## src/rtl/rd_bus_arbiter.sv

```systemverilog
// rd_bus_arbiter
//   Round-robin arbiter that shares one slave-side read bus among NM masters
//   speaking the Req/Valid/Addr/Sel/Last/Ready/Data read protocol. A master
//   keeps the grant for its whole burst (Req through the Last beat) plus one
//   DRAIN cycle, so the slave's registered read data still belongs to it.
//
// Optional build macro: RD_ARB_TIMEOUT_EN
//   When defined, a granted master that makes no transfer for TO_CYCLES
//   consecutive GRANT cycles loses the grant, and oTimeout pulses for 1 clk.
//
// Ports
//   iClk, iRst              clock, synchronous active-high reset
//   iMstRd{Req,Valid,Last}  per-master request / beat valid / last beat
//   iMstRdAddr, iMstRdSel   packed per-master address / select (master i at i*W)
//   oMstRdReady             slave ready, routed only to the granted master
//   oMstRdData              slave read data, broadcast unregistered
//   oBusRd*                 slave-side request/valid/addr/sel/last
//   iBusRdReady, iBusRdData slave ready and read data (data 1 clk after Ready)
//   oGrant                  registered one-hot grant
//   oTimeout                1-clk timeout pulse (RD_ARB_TIMEOUT_EN only)
//   oBusy                   high whenever the arbiter is not IDLE
module rd_bus_arbiter #(
    parameter int NM        = 4,
    parameter int AW        = 12,
    parameter int DW        = 32,
    parameter int SW        = 4,
    parameter int TO_CYCLES = 64
) (
    input  logic             iClk,
    input  logic             iRst,
    input  logic [NM-1:0]    iMstRdReq,
    input  logic [NM-1:0]    iMstRdValid,
    input  logic [NM*AW-1:0] iMstRdAddr,
    input  logic [NM*SW-1:0] iMstRdSel,
    input  logic [NM-1:0]    iMstRdLast,
    output logic [NM-1:0]    oMstRdReady,
    output logic [DW-1:0]    oMstRdData,
    output logic             oBusRdReq,
    output logic             oBusRdValid,
    output logic [AW-1:0]    oBusRdAddr,
    output logic [SW-1:0]    oBusRdSel,
    output logic             oBusRdLast,
    input  logic             iBusRdReady,
    input  logic [DW-1:0]    iBusRdData,
    output logic [NM-1:0]    oGrant,
`ifdef RD_ARB_TIMEOUT_EN
    output logic             oTimeout,
`endif
    output logic             oBusy
);

    localparam int IW = $clog2(NM);

    // Elaboration-time guard on the supported configuration range.
    if (NM < 2 || NM > 8 || TO_CYCLES < 1) begin : g_param_check
        $error("rd_bus_arbiter: NM must be 2..8 and TO_CYCLES >= 1");
    end

    typedef enum logic [1:0] {IDLE, GRANT, DRAIN} state_t;

    state_t          state_q, state_d;
    logic [NM-1:0]   grant_q, grant_d;
    logic [IW-1:0]   last_idx_q, last_idx_d;
    logic [AW-1:0]   hold_addr_q;
    logic [SW-1:0]   hold_sel_q;

    // Signals of the currently granted master.
    logic            g_req, g_valid, g_last;
    logic [AW-1:0]   g_addr;
    logic [SW-1:0]   g_sel;
    logic [IW-1:0]   g_idx;

    logic [NM-1:0]   pick_oh;
    logic            xfer;
    logic            to_fire;

    always_comb begin
        g_req   = 1'b0;
        g_valid = 1'b0;
        g_last  = 1'b0;
        g_addr  = '0;
        g_sel   = '0;
        g_idx   = '0;
        for (int i = 0; i < NM; i++) begin
            if (grant_q[i]) begin
                g_req   = iMstRdReq[i];
                g_valid = iMstRdValid[i];
                g_last  = iMstRdLast[i];
                g_addr  = iMstRdAddr[i*AW +: AW];
                g_sel   = iMstRdSel[i*SW +: SW];
                g_idx   = IW'(i);
            end
        end
    end

    // Round-robin pick: walk the scan order from lowest priority
    // (last_idx itself) to highest (last_idx+1), so the final hit wins.
    always_comb begin
        pick_oh = '0;
        for (int k = NM; k >= 1; k--) begin
            for (int j = 0; j < NM; j++) begin
                if (j == (int'(last_idx_q) + k) % NM && iMstRdReq[j]) begin
                    pick_oh    = '0;
                    pick_oh[j] = 1'b1;
                end
            end
        end
    end

    assign xfer = (state_q == GRANT) && g_valid && iBusRdReady;

`ifdef RD_ARB_TIMEOUT_EN
    localparam int CW = $clog2(TO_CYCLES + 1);
    logic [CW-1:0] cnt_q;

    // Fires on the stall cycle that would bring the count to TO_CYCLES.
    assign to_fire = (state_q == GRANT) && !xfer && (cnt_q == CW'(TO_CYCLES - 1));

    always_ff @(posedge iClk) begin
        if (iRst) begin
            cnt_q    <= '0;
            oTimeout <= 1'b0;
        end else begin
            oTimeout <= to_fire;
            if (state_q != GRANT || xfer)
                cnt_q <= '0;
            else
                cnt_q <= cnt_q + CW'(1);
        end
    end
`else
    assign to_fire = 1'b0;
`endif

    always_ff @(posedge iClk) begin
        if (iRst) begin
            state_q     <= IDLE;
            grant_q     <= '0;
            last_idx_q  <= IW'(NM - 1);
            hold_addr_q <= '1;
            hold_sel_q  <= '0;
        end else begin
            state_q    <= state_d;
            grant_q    <= grant_d;
            last_idx_q <= last_idx_d;
            // Captured every beat so DRAIN shows the final beat's Addr/Sel
            // even if the master has already moved on.
            if (xfer) begin
                hold_addr_q <= g_addr;
                hold_sel_q  <= g_sel;
            end
        end
    end

    always_comb begin
        state_d     = state_q;
        grant_d     = grant_q;
        last_idx_d  = last_idx_q;
        oBusRdReq   = 1'b0;
        oBusRdValid = 1'b0;
        oBusRdLast  = 1'b0;
        oBusRdAddr  = '1;
        oBusRdSel   = '0;
        oMstRdReady = '0;
        case (state_q)
            IDLE: begin
                if (|iMstRdReq) begin
                    grant_d = pick_oh;
                    state_d = GRANT;
                end
            end
            GRANT: begin
                oBusRdReq   = g_req;
                oBusRdValid = g_valid;
                oBusRdLast  = g_last;
                oBusRdAddr  = g_addr;
                oBusRdSel   = g_sel;
                oMstRdReady = grant_q & {NM{iBusRdReady}};
                if (xfer && g_last) begin
                    state_d = DRAIN;
                end else if (!g_req || to_fire) begin
                    state_d    = IDLE;
                    grant_d    = '0;
                    last_idx_d = g_idx;
                end
            end
            DRAIN: begin
                oBusRdReq  = g_req;
                oBusRdAddr = hold_addr_q;
                oBusRdSel  = hold_sel_q;
                state_d    = IDLE;
                grant_d    = '0;
                last_idx_d = g_idx;
            end
            default: begin
                state_d = IDLE;
                grant_d = '0;
            end
        endcase
    end

    assign oGrant     = grant_q;
    assign oBusy      = (state_q != IDLE);
    assign oMstRdData = iBusRdData;

endmodule

```

## config.mk

```make
export PLATFORM = sky130hd
export DESIGN_NAME = rd_bus_arbiter
export DESIGN_NICKNAME = d
export VERILOG_FILES = /design/src/rtl/rd_bus_arbiter.sv
export SDC_FILE = /design/constraint.sdc
export NUM_CORES = 1
export LEC_CHECK = 0
export ABC_CLOCK_PERIOD_IN_PS = 1700
export BUFFER_PORTS_ARGS = -buffer_cell sky130_fd_sc_hd__buf_2
export CAP_MARGIN = 20
export CELL_PAD_IN_SITES_DETAIL_PLACEMENT = 0
export CELL_PAD_IN_SITES_GLOBAL_PLACEMENT = 2
export CORE_ASPECT_RATIO = 1.1
export CORE_UTILIZATION = 17
export DETAILED_ROUTE_END_ITERATION = 6
export PLACE_DENSITY = 0.87
export SKIP_LAST_GASP = 1
export SYNTH_ARGS = -nofsm -noshare
export SYNTH_HDL_FRONTEND = slang
export SYNTH_SLANG_ARGS = --single-unit
```

## constraint.sdc

```tcl
create_clock -name iClk -period 1.7 [get_ports iClk]
set_clock_uncertainty 0.15 [all_clocks]
set_input_delay 0.17 -clock iClk [delete_from_list [all_inputs] [get_ports iClk]]
set_output_delay 0.17 -clock iClk [all_outputs]
set_load 0.05 [all_outputs]
```

==> flow_summary.toml <==
[synth]
synth.top_cells.by_count = "nand2_1 (46), a22oi_1 (36), buf_4 (32)"
syn_area_um2 = 2150
yosys_most_used_dff = "dfxtp_1"
synth_top_family_by_area = "simple AND/OR/NAND/NOR gates"
synth_edf_count = 0
synth-simple-area-share_pct = 26.7
yosysMostFrequentCell = "nand2_1"
muxShareOfSynthArea_pct = 8.83
synth-compound-area-share_pct = 22.6
synth.distinct_cells = 40
synthAdderAreaFrac_pct = 1.74
synth_warnings = 0
syn-num-nets = 404
syn-instance-count = 290
ys_ff_latch = 24
synth_top_area_cell = "dfxtp_1"
avgSynthCellArea_um2 = 7.43
synth-xor-area-share_pct = 0
yosysSeqAreaShare_pct = 22.3
synth_top_cell_area_share_pct = 22.3
async_flop_share_pct = 0
synth_area_leaders = "dfxtp_1 (22%), a22oi_1 (13%), buf_4 (11%)"

[place]
dpl_worst_slack_ns = -0.514
dp_hpwl_um = 6400
port_buffers = 106
routabilityCongestion = 0.866

[floorplanning]
io_pins = 171
die_h_um = 120
core_area_um2 = 12200
num_rows = 42
die_w_um = 109
start_util_pct = 17.7
dieArea_um2 = 13100

[worst_setup_path]
path_buf_inv = 3
arrival_ns = 1.78
crit_required_ns = 1.38
ff2ff_setup_slack_ns = -0.34
crit_family = "simple AND/OR/NAND/NOR gates"
crit_type = "register to output pin"
crit_path_end_kind = "output pin"
crit_path_top_delay_cell = "dfxtp_4"
cp_max_fo = 5
worst_setup_path_start_kind = "register"
cp_slowest_stage_delay_ns = 0.36
crit_path_cell_trace = "nor4b_4 > buf_4 > buf_6 > a22oi_1 > o21ai_1 > nand2_1 > nand3_4 > buf_8"

[global_routing]
antenna_found_initial = 0
grt_max_degree = 30
grt_pass1_vias = 2591
grt_usage_pct = 12.7
grt_pass1_wl_um = 12800
grt-ovfl-total = 0

[drt]
drc = 0
dr_total_vias = 2656
firstDrtPassIters = 4
routedWlPerCell_um = 14.8
viasPerCell = 4.51
drtIter0Drc = 138
wirelength_um = 8730
ant_nets = 0

[power_and_ir_drop]
total_power_w = 0.00332
ir_drop_mv = 0.427
power_density_nw_per_um2 = 802
power.leakage_nw = 1.76

[finish]
fin_nets = 550
n_antenna_cell = 0
synthToLayoutAreaGrowth_pct = 92.5
drive_above_1_share_pct = 66.9
fin_util_pct = 34.0

[timing]
slew_headroom_pct = 77.0
tightest_slew_ns = 0.344
post-route-period-util_pct = 123
period_needed_ns = 2.10
worst_slack_ns = -0.397
hold_viol = 0
maxSlewViolCount = 0
setup_viol = 43
max_freq_mhz = 477
grt_setup_unrepaired = "true"
hold_slack_ns = 0.0761

[clock_network]
clock_sinks = 24
cts_hold_buf = 0
clk_pin_slew_ns = 0.06
cts-root-buf = "clkbuf_16"
cts_tree = "built"
h-tree-depth = 1
clock_latency_ns = 0.26
clock_path_buffers = 2
numCtsBuffers = 3

[job]
cap_violations = 0

[run_status]
violations = "negative setup slack"
outcome = "finished with violations"

[hold_path]
hold_path.class = "input port to register"
-- kinds of logic after synthesis --
kind of cell	Yosys count
fa+ha+maj	3
compound gates	71
mux	19
flops	24
simple gates	113
buf+inv	60
-- worst register-to-register path: stages, from the launching register on --
cell and delay, ns:
dfxtp_4 0.36, buf_6 0.13, nand3b_1 0.20, a311oi_4 0.37
and3_4 0.31, buf_8 0.14, mux2i_1 0.20, nand2_1 0.06
-- through the flow --
stage,area [um2],setup TNS (ns),std cells
2_1_floorplan,2380,-7.23,290
3_3_place_gp,3150,-12.47,545
3_5_place_dp,3150,-14.35,545
4_1_cts,3810,-14.34,573
5_1_grt,4150,-17.64,589
6_report,4150,-13.68,589
-- cell usage in the layout, fill, tap and decap left out, drive strengths merged, types with 2 or more instances in the layout --
master / n
nand2: 46
buf: 192
nor3b: 2
ha: 3
o21ai: 19
a21oi: 5
nand3b: 2
a22oi: 36
nor2: 19
nor3: 7
o211ai: 2
dfxtp: 24
a311oi: 2
and2: 3
nor2b: 8
mux2i: 19
inv: 5
o22ai: 2
clkbuf: 7
nand3: 17
and3: 6
-- power by group --
part	total (W)	internal [W]	switching (W)	leakage (nW)
Combinational	0.00210	0.00104	0.00106	1.51
Sequential	0.000666	0.000613	0.0000533	0.199
Clock	0.000557	0.000360	0.000198	0.0442
-- routing by layer --
| metal | track usage (%) | vias to the layer above | wire [um] |
|---|---|---|---|
| met1 | 15.6 | 1276 | 3530 |
| met4 | 3.00 | 0 | 89 |
| met5 | 0 | - | 0 |
| met3 | 1.47 | 6 | 503 |
| li1 | - | 1294 | - |
| met2 | 23.3 | 80 | 4610 |
-- registers in the layout, summed over array words and instances, names as in the netlist --
register	count
hold_addr_q	12
hold_sel_q	4
last_idx_q	2
oGrant	4
state_q	2
-- final cells by class --
type / count / area (um2)
Timing Repair Buffer: 195 / 1600
Tap cell: 154 / 193
Fill cell: 1248 / 8050
Sequential cell: 24 / 495
Multi-Input combinational cell: 206 / 1740
Inverter: 6 / 22.5
Clock buffer: 4 / 88.8
-- worst paths after layout --
path                          startpoint                          end  depth (start not counted)
min                         iMstRdReq[3]       oGrant[3]$_SDFFE_PP0P_                          3
min reg2reg  hold_addr_q[7]$_SDFFE_PP1P_  hold_addr_q[7]$_SDFFE_PP1P_                          2
max reg2reg       oGrant[1]$_SDFFE_PP0P_  hold_addr_q[4]$_SDFFE_PP1P_                          7
max               oGrant[3]$_SDFFE_PP0P_                oBusRdAddr[4]                          8
-- repair_timing --
action,in CTS,in global routing
hold endpoints to repair,0,0
gates resized for setup,109,43
buffers inserted,26,14
endpoints found under the setup margin,48,48
cloned,0,3
pin swaps,24,37
Power figures use the tool's default switching activity.
